[config.mk]
export PLATFORM = sky130hd
export DESIGN_NAME = pmem_write_buffer
export DESIGN_NICKNAME = d
export VERILOG_FILES = /design/src/rtl/pmem_write_buffer.sv
export SDC_FILE = /design/constraint.sdc
export NUM_CORES = 1
export LEC_CHECK = 0
export CAP_MARGIN = 20
export CORE_MARGIN = 2
export CORE_UTILIZATION = 55
export CTS_CLUSTER_SIZE = 20
export DETAILED_ROUTE_END_ITERATION = 6
export PLACE_DENSITY = 0.78
export SYNTH_ARGS = -nofsm -noshare
export SYNTH_HDL_FRONTEND = slang
export SYNTH_SLANG_ARGS = --single-unit
[constraint.sdc]
create_clock -name clock -period 16.13 [get_ports clock]
set_input_delay 1.613 -clock clock [delete_from_list [all_inputs] [get_ports clock]]
set_output_delay 1.613 -clock clock [all_outputs]
set_load 0.005 [all_outputs]
[src/rtl/pmem_write_buffer.sv]
// Posted-write buffer in front of the pmem DPI write wrapper: a small circular
// FIFO of word-aligned byte-masked writes that can merge into its tail entry.
module pmem_write_buffer #(
    parameter int DEPTH    = 4,
    parameter int ADDR_W   = 32,
    parameter int DATA_W   = 32,
    parameter int MERGE_EN = 1
) (
    input  logic                       clock,
    input  logic                       reset_n,
    input  logic                       in_valid_i,
    output logic                       in_ready_o,
    input  logic [ADDR_W-1:0]          in_addr_i,
    input  logic [DATA_W/8-1:0]        in_strb_i,
    input  logic [DATA_W-1:0]          in_data_i,
    output logic                       out_valid_o,
    input  logic                       out_ready_i,
    output logic [ADDR_W-1:0]          out_addr_o,
    output logic [DATA_W/8-1:0]        out_strb_o,
    output logic [DATA_W-1:0]          out_data_o,
    input  logic                       flush_i,
    output logic                       busy_o,
    output logic [$clog2(DEPTH):0]     count_o
);
    localparam int STRB_W = DATA_W / 8;
    localparam int PTR_W  = $clog2(DEPTH);
    localparam int CNT_W  = PTR_W + 1;
    localparam logic [ADDR_W-1:0] ADDR_MASK = ~ADDR_W'(STRB_W - 1);

    logic [ADDR_W-1:0] r_addr [DEPTH];
    logic [STRB_W-1:0] r_strb [DEPTH];
    logic [DATA_W-1:0] r_data [DEPTH];
    logic [PTR_W-1:0]  r_head;
    logic [PTR_W-1:0]  r_tail;
    logic [CNT_W-1:0]  r_count;
    logic              r_flush_pending;

    logic [PTR_W-1:0]  w_last;
    logic [ADDR_W-1:0] w_word_addr;
    logic [DATA_W-1:0] w_lane_mask;
    logic              w_pop;
    logic              w_merge_hit;
    logic              w_full;
    logic              w_push;
    logic              w_push_data;
    logic              w_write_new;
    logic              w_merge;
    logic [CNT_W-1:0]  w_count_next;

    assign w_last      = r_tail - PTR_W'(1);
    assign w_word_addr = in_addr_i & ADDR_MASK;
    assign w_pop       = (r_count != '0) & out_ready_i;
    // A lone entry leaving this cycle cannot absorb a merge; the write becomes a new entry.
    assign w_merge_hit = (MERGE_EN != 0) && (r_count != '0) &&
                         (r_addr[w_last] == w_word_addr) &&
                         !((r_count == CNT_W'(1)) && w_pop);
    assign w_full      = (r_count == CNT_W'(DEPTH));
    assign in_ready_o  = !r_flush_pending & (!w_full | w_merge_hit);
    assign w_push      = in_valid_i & in_ready_o;
    assign w_push_data = w_push & (|in_strb_i);
    assign w_write_new = w_push_data & !w_merge_hit;
    assign w_merge     = w_push_data & w_merge_hit;
    assign w_count_next = r_count + CNT_W'(w_write_new) - CNT_W'(w_pop);

    genvar gi;
    generate
        for (gi = 0; gi < STRB_W; gi++) begin : g_lane
            assign w_lane_mask[gi*8 +: 8] = {8{in_strb_i[gi]}};
        end

        for (gi = 0; gi < DEPTH; gi++) begin : g_entry
            always_ff @(posedge clock) begin
                if (!reset_n) begin
                    r_addr[gi] <= '0;
                    r_strb[gi] <= '0;
                    r_data[gi] <= '0;
                end else if (w_write_new && (r_tail == PTR_W'(gi))) begin
                    r_addr[gi] <= w_word_addr;
                    r_strb[gi] <= in_strb_i;
                    r_data[gi] <= in_data_i & w_lane_mask;
                end else if (w_merge && (w_last == PTR_W'(gi))) begin
                    r_strb[gi] <= r_strb[gi] | in_strb_i;
                    r_data[gi] <= (r_data[gi] & ~w_lane_mask) | (in_data_i & w_lane_mask);
                end
            end
        end
    endgenerate

    always_ff @(posedge clock) begin
        if (!reset_n) begin
            r_head          <= '0;
            r_tail          <= '0;
            r_count         <= '0;
            r_flush_pending <= 1'b0;
        end else begin
            if (w_write_new) r_tail <= r_tail + PTR_W'(1);
            if (w_pop)       r_head <= r_head + PTR_W'(1);
            r_count         <= w_count_next;
            r_flush_pending <= (r_flush_pending | (flush_i & (r_count != '0))) &
                               (w_count_next != '0);
        end
    end

    assign out_valid_o = (r_count != '0);
    assign out_addr_o  = r_addr[r_head];
    assign out_strb_o  = r_strb[r_head];
    assign out_data_o  = r_data[r_head];
    assign busy_o      = (r_count != '0) | r_flush_pending;
    assign count_o     = r_count;
endmodule

==> metrics.yaml <==
synth:
  synth.distinct_cells: 53
  yosysWarnings: 0
  async_reset_ff_frac: 0
  synth_seq_area_share: 0.599
  synthFlopType: "edfxtp_1"
  synth_edf_count: 264
  netlist.area_leader.share: 0.584
  avgSynthCellArea_um2: 14.1
  synth.area.top_cells: "edfxtp_1, mux4_2, and2_1, nor2_1, xnor2_1"
  synth_top_cell_by_area: "edfxtp_1"
  synth_area_um2: 13600
  synthCells: 963
  ys_ff_latch: 274
clock_network:
  cts_tree: "built"
  numCtsBuffers: 28
  cts_buffer_depth: 3
  cts_num_sinks: 274
  ctsHoldBuffers: 0
  clk_pin_slew_ns: 0.06
  post_cts_buffers: 0
  clkLatencyLatePin_ns: 0.55
  cts_resized: 0
  cts_root_buf: "clkbuf_16"
  h-tree-depth: 1
finish:
  layout_commonest_cell: "edfxtp_1"
  final_cell_mix: "edfxtp_1, clkdlybuf4s50_1, and2_1"
  area_growth_pct: 19.0
  final_nets: 1174
  diodes: 0
  drive_gt1_frac: 0.165
  fin_util: 0.666
  n_fill_cell: 1710
global_routing:
  antenna_found_initial: 0
  grt_pass1_vias: 8764
  busiest_layer: "met2"
  gr-usage-met2: 0.418
  grt_max_degree: 43
  grt_pass1_wl_um: 49700
  overflow: 0
  grt.total_usage: 0.249
  use_met3: 0.0385
  grt_util_met1: 0.347
die:
  ios: 147
  die_x_um: 161
  core_um2: 24200
  fp.dieH_um: 161
  num_rows: 57
  die-area_um2: 26000
  start_util: 0.560
sta:
  finalCriticalPeriod_ns: 6.74
  fmax_mhz: 148
  setup_tns_ns: 0
  finalClockSkew_ns: 0.0257
  min_period_over_period: 0.418
  slew_violations: 0
  hold_viol: 0
  rsz0062_at_grt: "false"
  finalSetupViolCount: 0
  tightest_slew_ns: 0.967
  slew_headroom: 0.354
  timing.hold.ws_ns: 0.558
worst_setup_path:
  crit_path_start_kind: "register"
  crit_top_cell: "nor2_1"
  rrSetupSlack_ns: 10.28
  timing.rr.end: "r_data[2][26]$_SDFFCE_PN0P_"
  cp-endpoint: "in_ready_o"
  r2r_cells: 13
  r2r_start: "r_tail[0]$_SDFFE_PN0N_"
  cp.required_ns: 14.52
  path_cells: "inv_1 > ha_2 > buf_4 > mux4_2 > xnor2_1 > nand4_1 > or4_1 > nor4_4 > nor2_1 > nor2_1 > clkdlybuf4s50_1"
  path_max_fanout: 30
  cp_slowest_stage_delay_ns: 0.65
  criticalPathCategory: "register to output port"
  worst_setup_path_end_kind: "output port"
  cp-startpoint: "r_tail[0]$_SDFFE_PN0N_"
  slowest_stage: "nor4_4"
  crit_arrival_ns: 5.13
route:
  via_per_inst: 6.04
  routedWlPerCell_um: 22.4
  drc_errors: 0
  routed_wl_um: 32200
  num_vias: 8657
  drt_first_iter_violations: 830
  dr.pass1.iters: 7
  drtAntennaViolNets: 0
placement:
  place_congestion: 0.856
  portBuffers: 142
  dp_hpwl_um: 20100
worst_hold_path:
  min_path_type: "register to register"
job:
  maxCapViolCount: 0
power_and_ir_drop:
  power.density_nw_per_um2: 144
  p_leak_nw: 5.53
  vdd_drop_max_mv: 0.135
run_status:
  outcome: "complete, no violations"
routing by layer:
metal,vias to the layer above,wire length (um),share of wire
li1,3870,-,-
met1,4364,12800,0.40
met2,370,16300,0.51
met3,53,2390,0.074
met4,0,694,0.022
met5,-,0,0
report_power, final:
group          total, mW  switching [mW]  internal [mW]
logic              0.775           0.356          0.420
clock network      0.601           0.268          0.333
registers          0.951          0.0601          0.891
total               2.33           0.683           1.64
how the worst min path moves through the flow:
stage | from | endpoint | slack (ns) | depth (start not counted)
4_1_cts | r_flush_pending$_SDFF_PN0_ | r_flush_pending$_SDFF_PN0_ | 0.57 | 2
5_1_grt | r_flush_pending$_SDFF_PN0_ | r_flush_pending$_SDFF_PN0_ | 0.60 | 2
2_1_floorplan | r_flush_pending$_SDFF_PN0_ | r_flush_pending$_SDFF_PN0_ | 0.51 | 2
3_3_place_gp | r_flush_pending$_SDFF_PN0_ | r_flush_pending$_SDFF_PN0_ | 0.55 | 2
6_report | r_flush_pending$_SDFF_PN0_ | r_flush_pending$_SDFF_PN0_ | 0.56 | 2
3_5_place_dp | r_flush_pending$_SDFF_PN0_ | r_flush_pending$_SDFF_PN0_ | 0.56 | 2
area by class of cell:
type | count | area (um^2) | area share
clock buffers | 33 | 719 | 0.0445
flip-flops and latches | 274 | 8140 | 0.504
well taps | 324 | 405 | 0.0251
clock inverters | 15 | 114 | 0.00705
inverters | 19 | 71.3 | 0.00442
multi-input cells | 610 | 5160 | 0.319
repair buffers | 159 | 1550 | 0.0959
synthesized netlist by cell type (2+ instances only):
master	count
nor4_2	3
o22ai_1	3
buf_4	7
nor2b_1	3
nor3b_1	2
nor4_1	3
nor4_4	2
nand2_1	49
or4_1	2
nand3b_1	2
a21oi_1	17
ha_1	8
nand3_1	38
buf_2	14
o2111ai_1	4
buf_1	8
xnor2_1	29
nor2_1	120
o32ai_1	2
nor3_1	8
a2111oi_0	2
nor2_2	4
dfxtp_1	10
nand2b_1	4
o21ai_2	3
edfxtp_1	264
xor2_1	2
and2_1	124
mux4_2	90
mux2i_1	13
clkinv_1	2
o21ai_1	10
nand4_1	8
inv_1	17
or2_2	3
mux2_2	14
clkbuf_1	32
o21ai_0	22
cell families (layout without fill, tap and decap cells):
kind of cell	count (synthesis)	after routing	share of synthesized area
AOI/OAI and AO/OA	71	71	0.0318
xor gates and xnor gates	31	31	0.0200
adders and majority gates	9	9	0.00885
buffers and inverters	80	226	0.0253
DFF	274	274	0.599
muxes	117	117	0.171
other	1	2	0.000276
and+or+nand+nor	380	380	0.144
critical path: cells and delay by family, from the launching register on:
family / cells / cell delay (ns)
xor gates and xnor gates: 1 / 0.35
adders and majority gates: 1 / 0.58
buffers and inverters: 3 / 1.19
DFF: 1 / 0.33
muxes: 1 / 0.40
and+or+nand+nor: 5 / 1.72
per-stage QoR:
stage	worst slack, ns	power (mW)	instances	cell area [um^2]
global route	9.14	2.42	1434	16200
floorplan	9.52	1.40	964	13600
detailed placement	9.83	1.74	1386	15300
global placement	9.80	1.73	1386	15300
CTS	9.43	2.34	1434	16200
finish	9.39	2.33	1434	16200
(Power assumes the default switching activity.)
